### src/rtl/riscv_trap_ctl.sv
// Machine-mode trap controller: M-mode trap CSRs, exception/interrupt arbitration, MRET, PC redirect.
// Optional feature macro: RISCV_TRAP_VECTORED_EN enables vectored mtvec mode (MODE=1).
module riscv_trap_ctl #(
  parameter int             XLEN      = 64,
  parameter logic [XLEN-1:0] RST_MTVEC = '0
) (
  input  logic            clk,
  input  logic            rst,
  input  logic            exc_vld,
  input  logic [5:0]      exc_cause,
  input  logic [XLEN-1:0] exc_tval,
  input  logic [XLEN-1:0] exc_pc,
  input  logic            ret_vld,
  input  logic            irq_ext,
  input  logic            irq_tmr,
  input  logic            irq_sft,
  input  logic            csr_wen,
  input  logic [11:0]     csr_adr,
  input  logic [XLEN-1:0] csr_wdt,
  output logic [XLEN-1:0] csr_rdt,
  output logic            csr_ill,
  output logic            stall,
  output logic            ctl_req,
  output logic [XLEN-1:0] ctl_pc
);

  localparam logic [11:0] ADR_MSTATUS = 12'h300;
  localparam logic [11:0] ADR_MIE     = 12'h304;
  localparam logic [11:0] ADR_MTVEC   = 12'h305;
  localparam logic [11:0] ADR_MEPC    = 12'h341;
  localparam logic [11:0] ADR_MCAUSE  = 12'h342;
  localparam logic [11:0] ADR_MTVAL   = 12'h343;
  localparam logic [11:0] ADR_MIP     = 12'h344;

  typedef enum logic [1:0] {IDLE, ENTER, RETURN} state_t;
  state_t state_reg, state_next;

  logic            st_mie_reg, st_mpie_reg;
  logic [2:0]      irq_en_reg;   // index 0=MSI(3), 1=MTI(7), 2=MEI(11)
  logic [2:0]      mip_reg;
  logic [XLEN-3:0] mtvec_base_reg;
  logic [1:0]      mtvec_mode;
  logic [XLEN-2:0] mepc_reg;
  logic            mcause_intr_reg;
  logic [5:0]      mcause_code_reg;
  logic [XLEN-1:0] mtval_reg;
  logic [XLEN-1:0] ctl_pc_reg;

  logic [2:0]      irq_pend;
  logic            irq_take, take_exc, take_irq, take_ret, hw_evt;
  logic [5:0]      irq_code;
  logic [XLEN-1:0] base_pc, trap_pc;
  logic [XLEN-1:0] mie_rd, mip_rd;

  // Arbitration: exception > enabled interrupt > MRET, only when idle.
  assign irq_pend = mip_reg & irq_en_reg;
  assign irq_take = st_mie_reg & (|irq_pend);
  assign irq_code = irq_pend[2] ? 6'd11 : (irq_pend[0] ? 6'd3 : 6'd7);
  assign take_exc = (state_reg == IDLE) & exc_vld;
  assign take_irq = (state_reg == IDLE) & ~exc_vld & irq_take;
  assign take_ret = (state_reg == IDLE) & ~exc_vld & ~irq_take & ret_vld;
  assign hw_evt   = take_exc | take_irq | take_ret;

  assign base_pc = {mtvec_base_reg, 2'b00};
  assign trap_pc = (take_irq && mtvec_mode == 2'd1) ?
                   base_pc + {{(XLEN-8){1'b0}}, irq_code, 2'b00} : base_pc;

  always_ff @(posedge clk) begin
    if (rst) state_reg <= IDLE;
    else     state_reg <= state_next;
  end

  always_comb begin
    state_next = state_reg;
    case (state_reg)
      IDLE: begin
        if (take_exc || take_irq) state_next = ENTER;
        else if (take_ret)        state_next = RETURN;
      end
      default: state_next = IDLE;
    endcase
  end

  always_comb begin
    stall   = (state_reg != IDLE);
    ctl_req = (state_reg == ENTER) || (state_reg == RETURN);
  end

  assign ctl_pc = ctl_pc_reg;

  always_ff @(posedge clk) begin
    if (rst) begin
      st_mie_reg      <= 1'b0;
      st_mpie_reg     <= 1'b0;
      irq_en_reg      <= '0;
      mip_reg         <= '0;
      mtvec_base_reg  <= RST_MTVEC[XLEN-1:2];
      mepc_reg        <= '0;
      mcause_intr_reg <= 1'b0;
      mcause_code_reg <= '0;
      mtval_reg       <= '0;
      ctl_pc_reg      <= '0;
    end else begin
      mip_reg <= {irq_ext, irq_tmr, irq_sft};
      if (csr_wen && csr_adr == ADR_MIE)
        irq_en_reg <= {csr_wdt[11], csr_wdt[7], csr_wdt[3]};
      if (csr_wen && csr_adr == ADR_MTVEC)
        mtvec_base_reg <= csr_wdt[XLEN-1:2];
      if (take_exc || take_irq) begin
        mepc_reg        <= exc_pc[XLEN-1:1];
        mcause_intr_reg <= take_irq;
        mcause_code_reg <= take_irq ? irq_code : exc_cause;
        mtval_reg       <= take_irq ? '0 : exc_tval;
        st_mpie_reg     <= st_mie_reg;
        st_mie_reg      <= 1'b0;
        ctl_pc_reg      <= trap_pc;
      end else if (take_ret) begin
        st_mie_reg  <= st_mpie_reg;
        st_mpie_reg <= 1'b1;
        ctl_pc_reg  <= {mepc_reg, 1'b0};
      end
      // Software writes to trap-state CSRs lose against a same-cycle entry/MRET.
      if (csr_wen && !hw_evt) begin
        case (csr_adr)
          ADR_MSTATUS: begin
            st_mie_reg  <= csr_wdt[3];
            st_mpie_reg <= csr_wdt[7];
          end
          ADR_MEPC:   mepc_reg <= csr_wdt[XLEN-1:1];
          ADR_MCAUSE: begin
            mcause_intr_reg <= csr_wdt[XLEN-1];
            mcause_code_reg <= csr_wdt[5:0];
          end
          ADR_MTVAL:  mtval_reg <= csr_wdt;
          default: ;
        endcase
      end
    end
  end

`ifdef RISCV_TRAP_VECTORED_EN
  logic [1:0] mtvec_mode_reg;
  // WARL: only DIRECT(0) and VECTORED(1) are legal; other values keep the old mode.
  always_ff @(posedge clk) begin
    if (rst)
      mtvec_mode_reg <= RST_MTVEC[1:0];
    else if (csr_wen && csr_adr == ADR_MTVEC && !csr_wdt[1])
      mtvec_mode_reg <= csr_wdt[1:0];
  end
  assign mtvec_mode = mtvec_mode_reg;
`else
  assign mtvec_mode = 2'b00;
`endif

  // mie/mip share the same bit positions 3, 7, 11.
  always_comb begin
    mie_rd = '0;
    mip_rd = '0;
    for (int i = 0; i < 3; i++) begin
      mie_rd[3+4*i] = irq_en_reg[i];
      mip_rd[3+4*i] = mip_reg[i];
    end
  end

  always_comb begin
    csr_rdt = '0;
    csr_ill = 1'b0;
    case (csr_adr)
      ADR_MSTATUS: begin
        csr_rdt[12:11] = 2'b11;
        csr_rdt[7]     = st_mpie_reg;
        csr_rdt[3]     = st_mie_reg;
      end
      ADR_MIE:    csr_rdt = mie_rd;
      ADR_MTVEC:  csr_rdt = {mtvec_base_reg, mtvec_mode};
      ADR_MEPC:   csr_rdt = {mepc_reg, 1'b0};
      ADR_MCAUSE: csr_rdt = {mcause_intr_reg, {(XLEN-7){1'b0}}, mcause_code_reg};
      ADR_MTVAL:  csr_rdt = mtval_reg;
      ADR_MIP:    csr_rdt = mip_rd;
      default:    csr_ill = 1'b1;
    endcase
  end

endmodule

### config.mk
export PLATFORM = sky130hd
export DESIGN_NAME = riscv_trap_ctl
export DESIGN_NICKNAME = d
export VERILOG_FILES = /design/src/rtl/riscv_trap_ctl.sv
export SDC_FILE = /design/constraint.sdc
export NUM_CORES = 1
export LEC_CHECK = 0
export CAP_MARGIN = 15
export CORE_ASPECT_RATIO = 0.6
export CORE_MARGIN = 2
export CORE_UTILIZATION = 30
export DETAILED_ROUTE_END_ITERATION = 8
export PLACE_DENSITY = 0.56
export SKIP_LAST_GASP = 1
export SYNTH_ARGS = -nofsm -noshare
export SYNTH_HDL_FRONTEND = slang
export SYNTH_SLANG_ARGS = --single-unit
### constraint.sdc
create_clock -name clk -period 4.3 [get_ports clk]
set_input_delay 0.86 -clock clk [delete_from_list [all_inputs] [get_ports clk]]
set_output_delay 0.86 -clock clk [all_outputs]
set_load 0.02 [all_outputs]
==> impl_metrics.toml, run 1 <==
[pwr]
p_sw_share_pct = 28.2
seqPwrFrac_pct = 41.3
pwr-share-comb_pct = 17.3
finalPower_mw = 6.54
power.switching_mw = 1.85
peakVddDrop_v = 0.000202
p_leak_nw = 5.88
power_density_nw_per_um2 = 369
p_clk_share_pct = 41.4
internal-power_mw = 4.70

[setup_path]
path_cells = "clkdlybuf4s50_1 > nor4_2 > buf_4 > nand4_1 > buf_12 > o21ai_0 > clkdlybuf4s50_1"
worstSetupEndpointType = "output pin"
path_delay_family = "buffers and inverters"
crit_type = "in -> out"
crit_path_max_incr_delay_ns = 0.69
cp_slowest_cell = "clkdlybuf4s50_1"
worstPathArrival_ns = 3.35
crit_buf_inv = 4
crit_path_frequent_cell = "clkdlybuf4s50_1"
start_kind = "input port"
cp_max_fo = 28
required_ns = 3.44

[global_routing]
grt_max_degree = 100
grt_pass1_wl_um = 81000
gr-total-overflow = 0
met2_usage_pct = 36.6
first_global_vias = 13016
antenna_found_initial = 8
grt_util_met1_pct = 35.0
gr-usage-met3_pct = 4.26
groute.usage.overall_pct = 24.0
top_usage_layer = "met2"

[sta]
hold_viol = 0
max_freq_mhz = 238
slew_headroom_pct = 23.4
whs_ns = 0.474
grt_setup_unrepaired = "false"
finalSetupViolCount = 0
finalMaxSlewViolations = 0
tightest_slew_ns = 1.15
fin_crit_sh_pct = 97.9
fin_ws_ns = 0.0901
final.setup.tns_ns = 0
fin_crit_ns = 4.21
finClkSkew_ns = 0.0199

[synth]
synth_edf_count = 0
ys_warn_count = 0
ys_async_sr_fraction_pct = 0
avgSynthCellArea_sq_um = 8.03
synth.distinct_cells = 52
synth_flop_cell = "dfxtp_1"
syn_inst = 1570
ys_seq_elements = 269
ys_seq_area_share_pct = 42.7
synthesis.area_sq_um = 12600
syn_nets = 1789

[routing]
vias_per_cell = 5.57
wl_um = 54500
dr.first_iter.drc_count = 1220
drtAntennaViolNets = 0
wl_per_cell_um = 22.6
vias = 13455
dr.pass1.iters = 6
drc = 0

[clock_network]
tritoncts = "done"
clk-insertion-delay-late_ns = 0.57
cts-buffers-inserted = 28
cts_sinks = 269
cts-htree-levels = 1
clockRootBuffer = "clkbuf_16"
clockBufferDepth = 3
path_clk_slew_ns = 0.06

[final_layout]
area_growth_pct = 40.8
drive_gt1_share_pct = 6.03
n_fill_cell = 4134
layout.nets = 2037
largest_reg_flops = 64
utilization_pct = 42.6

[die]
fp.dieW_um = 269
coreArea_sq_um = 41700
start_util_pct = 30.2
die_y_um = 163
dieArea_sq_um = 43700
rows = 58
ios = 349

[placement]
hpwl_um = 33200
dpl_worst_slack_ns = 0.0676
gp_congestion = 0.834
io_buffers = 346

[worst_hold_path]
hold_path_class = "reg -> reg"

[outcome]
status = "complete, no violations"

[flow_run]
maxCapViolations = 0
## per-stage QoR
step	area [sq um]	std cells
after detailed placement	16700	2358
after floorplan	12600	1570
after global routing	17700	2413
final	17700	2415
after CTS	17700	2410
after global placement	16700	2358
## cell usage after synthesis (8+ instances only)
cell      number  area, sq um
o21ai_0       65          325
nand3_1       69          345
mux2i_1       71          711
o31ai_1      134         1010
a21oi_1      199          996
a31oi_1       63          394
nor2_1        13         48.8
buf_2          8         40.0
a22oi_1      136         1020
clkbuf_1     148          556
nand2_1      310         1160
buf_1         14         52.6
dfxtp_1      269         5390
## cell families (layout without fill, tap and decap cells)
kind of cell | Yosys count | after routing | synth area share, %
buffers and inverters | 177 | 447 | 5.38
adders and majority gates | 1 | 1 | 0.0993
other | 1 | 6 | 0.0298
AOI/OAI and AO/OA | 613 | 613 | 30.9
DFF | 269 | 269 | 42.7
muxes | 72 | 72 | 5.73
and+or+nand+nor | 437 | 437 | 15.1
## power by group through the flow
stage,clock [mW],combinational [mW],sequential [mW]
global placement,0,1.11,2.75
global route,2.85,1.22,2.71
detailed placement,0,1.12,2.76
floorplan,0,0.579,2.75
CTS,2.76,1.12,2.70
finish,2.71,1.13,2.70
## per-layer routing
| metal | vias to the layer above | wire [um] |
|---|---|---|
| met4 | 2 | 856 |
| met5 | - | 13 |
| met3 | 61 | 4610 |
| met2 | 594 | 24000 |
| met1 | 6536 | 25100 |
| li1 | 6262 | - |
## worst paths after layout
path | cells after the start | endpoint | slack, ns | from
worst min register to register | 2 | mtvec_base_reg[53]$_SDFFE_PP0P_ | 0.47 | mtvec_base_reg[53]$_SDFFE_PP0P_
worst max-delay path | 7 | csr_rdt[31] | 0.09 | csr_adr[11]
worst max register to register | 5 | mcause_code_reg[4]$_SDFF_PP0_ | 1.52 | mip_reg[2]$_SDFF_PP0_
worst min-delay path | 2 | mtvec_base_reg[53]$_SDFFE_PP0P_ | 0.47 | mtvec_base_reg[53]$_SDFFE_PP0P_
## layout make-up
class | count | area [sq um] | share of cell area [%]
multi-input combinational | 1124 | 6600 | 37.2
antenna | 5 | 12.5 | 0.0705
tap | 570 | 713 | 4.02
clock inverter | 16 | 210 | 1.19
timing repair buffer | 389 | 3990 | 22.5
clock buffer | 36 | 802 | 4.52
sequential | 269 | 5390 | 30.4
inverter | 6 | 25.0 | 0.141
## worst reg2reg max path, stage by stage, from the launching register on
cell	delay [ns]
dfxtp_1	0.36
a22o_1	0.39
o41ai_4	0.41
buf_4	0.87
nand3_1	0.46
a21oi_1	0.23
## cell usage in the layout, fill, tap and decap left out, types with 29 or more instances in the layout
cell,n
a21oi_1,199
o31ai_1,134
dfxtp_1,269
a22oi_1,136
nand3_1,69
a31oi_1,63
clkdlybuf4s50_1,344
o21ai_0,61
mux2i_1,71
nand2_1,310
clkbuf_16,29
## timing repair
item | CTS | global route
hold buffers | 0 | 0
resized for setup | 0 | 5
endpoints found under the setup margin | 0 | 5
buffers inserted | 0 | 0
(Power assumes the default switching activity.)
==> run 2: changes to the inputs <==
--- a/config.mk
+++ b/config.mk
@@ -6,7 +6,6 @@
 export NUM_CORES = 1
 export LEC_CHECK = 0
 export CAP_MARGIN = 15
-export CORE_ASPECT_RATIO = 0.6
 export CORE_MARGIN = 2
 export CORE_UTILIZATION = 30
 export DETAILED_ROUTE_END_ITERATION = 8
==> run 2 against run 1 <==
Against the previous run: combinational power about the same; fmax increased by 0.39%; clock skew increased by 0.012 ns; wire length decreased by 0.96%; utilization increased by 0.15 points; sequential power about the same; register-to-register slack improved by 0.29 ns.
==> impl_metrics.toml, run 2 (synthesized netlist as in run 1, its figures left out) <==
[outcome]
status = "complete, no violations"

[global_routing]
antenna_found_initial = 8
gr-total-overflow = 0
first_global_vias = 13466
grt_pass1_wl_um = 81800
grt_max_degree = 136
groute.usage.overall_pct = 24.1

[sta]
fin_crit_ns = 4.19
whs_ns = 0.470
slew_headroom_pct = 30.3
fin_crit_sh_pct = 97.5
finalMaxSlewViolations = 0
final.setup.tns_ns = 0
tightest_slew_ns = 1.05
finalSetupViolCount = 0
grt_setup_unrepaired = "false"
max_freq_mhz = 238
hold_viol = 0
finClkSkew_ns = 0.0319

[die]
rows = 75
ios = 349
coreArea_sq_um = 41700
start_util_pct = 30.2
fp.dieW_um = 209
die_y_um = 209
dieArea_sq_um = 43700

[clock_network]
clockRootBuffer = "clkbuf_16"
cts-htree-levels = 2
tritoncts = "done"
cts-buffers-inserted = 35
clk-insertion-delay-late_ns = 0.54
cts_sinks = 269
path_clk_slew_ns = 0.06
clockBufferDepth = 3
cts_hold_buf = 0
cts_setup_buffers = 0
post_cts_resized = 0

[final_layout]
largest_reg_flops = 64
drive_gt1_share_pct = 6.05
area_growth_pct = 41.3
layout_common_cells = "clkdlybuf4s50_1 (344), nand2_1 (310), dfxtp_1 (269)"
final_common_cell = "clkdlybuf4s50_1"
layout.nets = 2047
final_cells = 2396
fin_area_sq_um = 17800

[pwr]
p_clk_share_pct = 43.5
power.switching_mw = 1.88
pwr-share-comb_pct = 16.7
seqPwrFrac_pct = 39.8
internal-power_mw = 4.90
p_sw_share_pct = 27.8
finalPower_mw = 6.79
peakVddDrop_v = 0.000198
p_leak_nw = 5.93
power_density_nw_per_um2 = 381

[placement]
hpwl_um = 32500
io_buffers = 346
gp_congestion = 0.803
dpl_cell_area_sq_um = 16600
dp.cells = 2330

[worst_hold_path]
hold_path_class = "reg -> reg"
holdCritStartpoint = "mtvec_base_reg[18]$_SDFFE_PP0P_"

[flow_run]
maxCapViolations = 0

[setup_path]
start_kind = "input port"
crit_type = "in -> out"
rr_startpoint = "state_reg[1]$_SDFFE_PP0N_"
worstSetupEndpointType = "output pin"
crit_start = "csr_adr[11]"
worstPathArrival_ns = 3.33
cp_max_fo = 54
required_ns = 3.44

[routing]
wl_per_cell_um = 22.5
wl_um = 54000
vias = 13513
dr.pass1.iters = 7
drc = 0
drtAntennaViolNets = 0
dr.first_iter.drc_count = 1029
vias_per_cell = 5.64
==> run 2: cell types whose count changed in the layout (fill, tap and decap cells not counted), sizes merged <==
cell,change
buf,+3
bufinv,-2
clkbuf,+14
clkinv,-6
clkinvlp,+1
diode,+2
==> run 2: layer usage <==
metal  share of wire (%)  vias to the layer above  track usage, %  routed length (um)
met5               0.015                        -               0                   8
met4                 3.1                        2            9.88                1670
met3                 6.9                       89            4.43                3730
met2                  46                      558            39.2               25100
met1                  44                     6569            31.4               23500
li1                    -                     6295               -                   -
==> run 2: area by class of cell <==
cell class / count / area (sq um)
Antenna cell: 7 / 17.5
Clock buffer: 50 / 1010
Clock inverter: 9 / 128
Fill cell: 4242 / 23900
Inverter: 6 / 25.0
Multi-Input combinational cell: 1124 / 6580
Sequential cell: 269 / 5390
Tap cell: 539 / 674
Timing Repair Buffer: 392 / 3980
==> run 2: worst paths after layout <==
| kind | endpoint | slack, ns | depth (start not counted) |
|---|---|---|---|
| setup / recovery | csr_rdt[9] | 0.11 | 7 |
| hold / removal | mtvec_base_reg[18]$_SDFFE_PP0P_ | 0.47 | 2 |
| setup reg to reg | ctl_pc[35]$_SDFFE_PP0P_ | 1.81 | 8 |
| hold reg to reg | mtvec_base_reg[18]$_SDFFE_PP0P_ | 0.47 | 2 |
==> run 2: critical path: stages <==
cell,delay (ns)
clkdlybuf4s50_1,0.43
nor4_2,0.27
buf_4,0.21
nand4_1,0.19
buf_12,0.28
o21ai_0,0.38
clkdlybuf4s50_1,0.69
==> run 2: power by group through the flow <==
stage                     Combinational, mW  Sequential [mW]  Clock (mW)
after detailed placement               1.12             2.75           0
after floorplan                       0.579             2.75           0
final                                  1.13             2.70        2.95
after global placement                 1.12             2.75           0
after global routing                   1.21             2.72        3.12
after CTS                              1.13             2.70        3.02
==> run 2: through the flow <==
stage	setup slack [ns]	utilization [%]
final	0.107	42.7
after CTS	0.150	42.7
after global placement	0.139	39.9
after detailed placement	0.153	39.9
after floorplan	0.902	-
after global routing	0.0228	42.7
==> run 3: changes to the inputs <==
--- a/config.mk
+++ b/config.mk
@@ -7,10 +7,9 @@
 export LEC_CHECK = 0
 export CAP_MARGIN = 15
 export CORE_MARGIN = 2
-export CORE_UTILIZATION = 30
+export CORE_UTILIZATION = 52
 export DETAILED_ROUTE_END_ITERATION = 8
-export PLACE_DENSITY = 0.56
-export SKIP_LAST_GASP = 1
+export PLACE_DENSITY = 0.88
 export SYNTH_ARGS = -nofsm -noshare
 export SYNTH_HDL_FRONTEND = slang
 export SYNTH_SLANG_ARGS = --single-unit
==> run 3 against run 2 <==
Against the previous run: clock skew decreased by 0.0097 ns; register-to-register slack barely moved; total power is 9.7% lower; count of clock-buffer cells in the layout down 9; setup slack improved by 0.013 ns; wire length is 11% lower; first-iteration DRC count grew 76%; worst hold slack gained 0.0019 ns; sequential share of layout area up 1.0 points; global-route usage up 11 points; cell area is 3.2% lower; critical endpoint is now csr_rdt[3]; highest routed layer unchanged.
==> impl_metrics.toml, run 3 (synthesized netlist as in run 1, its figures left out) <==
[sta]
whs_ns = 0.472
fin_crit_sh_pct = 97.2
hold_viol = 0
finClkSkew_ns = 0.0222
final.setup.tns_ns = 0
grt_setup_unrepaired = "false"
finalSetupViolCount = 0
fin_crit_ns = 4.18
finalMaxSlewViolations = 0
fin_ws_ns = 0.120
tightest_slew_ns = 0.964
slew_headroom_pct = 35.7
max_freq_mhz = 239

[placement]
dpl_worst_slack_ns = 0.0710
hpwl_um = 28900
io_buffers = 346
gp_congestion = 0.897
dpl_cell_area_sq_um = 16300

[pwr]
finalPower_mw = 6.13
power_density_nw_per_um2 = 356
p_leak_nw = 5.79
peakVddDrop_v = 0.000332

[setup_path]
crit_cells = 7
crit_path_max_incr_delay_ns = 0.61
worstPathArrival_ns = 3.32
crit_type = "in -> out"
reg2reg_depth = 7
cp_slowest_cell = "clkdlybuf4s50_1"
reg2reg_slack_ns = 1.81
start_kind = "input port"
crit_path_frequent_cell = "clkdlybuf4s50_1"
cp_max_fo = 7
required_ns = 3.44
path_cells = "clkdlybuf4s50_1 > buf_4 > mux2_2 > a22oi_1 > o21ai_0 > a221o_1 > clkdlybuf4s50_1"
path_delay_family = "buffers and inverters"
crit_buf_inv = 3
worstSetupEndpointType = "output pin"

[flow_run]
maxCapViolations = 0

[final_layout]
layout.nets = 2034
layout_common_cells = "clkdlybuf4s50_1 (344), nand2_1 (310), dfxtp_1 (269)"
largest_reg_flops = 64
area_growth_pct = 36.7
fin_area_sq_um = 17200
final_common_cell = "clkdlybuf4s50_1"
n_fill_cell = 1762
drive_gt1_share_pct = 5.40

[global_routing]
gr-total-overflow = 0
grt_pass1_wl_um = 74000
groute.usage.overall_pct = 35.5
antenna_found_initial = 9
first_global_vias = 13856
grt_max_degree = 157

[clock_network]
clockRootBuffer = "clkbuf_16"
tritoncts = "done"
cts_sinks = 269
clk-insertion-delay-late_ns = 0.54
cts-htree-levels = 1
cts-buffers-inserted = 27
cts_hold_buf = 0
path_clk_slew_ns = 0.06
clockBufferDepth = 3

[die]
die_y_um = 160
dieArea_sq_um = 25500
coreArea_sq_um = 23600
start_util_pct = 53.4
ios = 349
fp.dieW_um = 160
rows = 56

[worst_hold_path]
worstHoldPathCells = 2
hold_path_class = "reg -> reg"

[routing]
dr.first_iter.drc_count = 1809
wl_per_cell_um = 22.2
vias_per_cell = 6.57
drtAntennaViolNets = 0
dr.pass1.iters = 6
wl_um = 48000
drc = 0
vias = 14198

[outcome]
status = "complete, no violations"
-- run 3: changes by cell type in the layout (fill, tap and decap cells not counted), sizes merged --
cell / delta
inv: +1
diode: +1
clkinvlp: -3
clkinv: +3
buf: -5
clkbuf: -9
bufinv: -2
-- run 3: path summary, 6_finish.rpt --
path / startpoint / endpoint
worst min-delay path: mtvec_base_reg[46]$_SDFFE_PP0P_ / mtvec_base_reg[46]$_SDFFE_PP0P_
worst max register to register: state_reg[1]$_SDFFE_PP0N_ / mepc_reg[31]$_SDFF_PP0_
worst min register to register: mtvec_base_reg[46]$_SDFFE_PP0P_ / mtvec_base_reg[46]$_SDFFE_PP0P_
worst max-delay path: csr_adr[6] / csr_rdt[3]
-- run 3: where the power goes --
part	switching, mW	total [mW]	internal, mW
registers	0.0852	2.71	2.62
clock network	0.989	2.32	1.34
logic	0.647	1.10	0.452
-- run 3: area by class of cell --
type,instances,area (sq um),area share [%]
Timing Repair Buffer,387,3940,22.9
Multi-Input combinational cell,1124,6590,38.2
Inverter,6,25.0,0.145
Sequential cell,269,5390,31.3
Clock inverter,8,68.8,0.399
Tap cell,319,399,2.32
Clock buffer,41,798,4.63
Antenna cell,8,20.0,0.116
-- run 3: per-layer routing --
metal  track usage, %  vias up  wire length [um]
li1                 -     6275                 -
met1             42.8     6646             17300
met2             58.3     1088             22300
met3             8.26      187              5850
met4             20.1        2              2480
met5                0        -                11
-- run 3: worst min-delay path, cell delays in order, from the launching register on --
cell and delay, ns:
dfxtp_1 0.32, nand2_1 0.05, a21oi_1 0.05
-- run 3: timing repair --
item,4_1_cts,5_1_grt
buffers inserted,0,1
endpoints found under the setup margin,0,47
resized for setup,0,1
-- run 3: per-stage QoR --
| stage | utilization, % | std cells |
|---|---|---|
| floorplan | - | 1570 |
| global placement | 69.1 | 2104 |
| detailed placement | 69.1 | 2104 |
| CTS | 72.8 | 2153 |
| global route | 72.9 | 2161 |
| finish | 73.0 | 2162 |
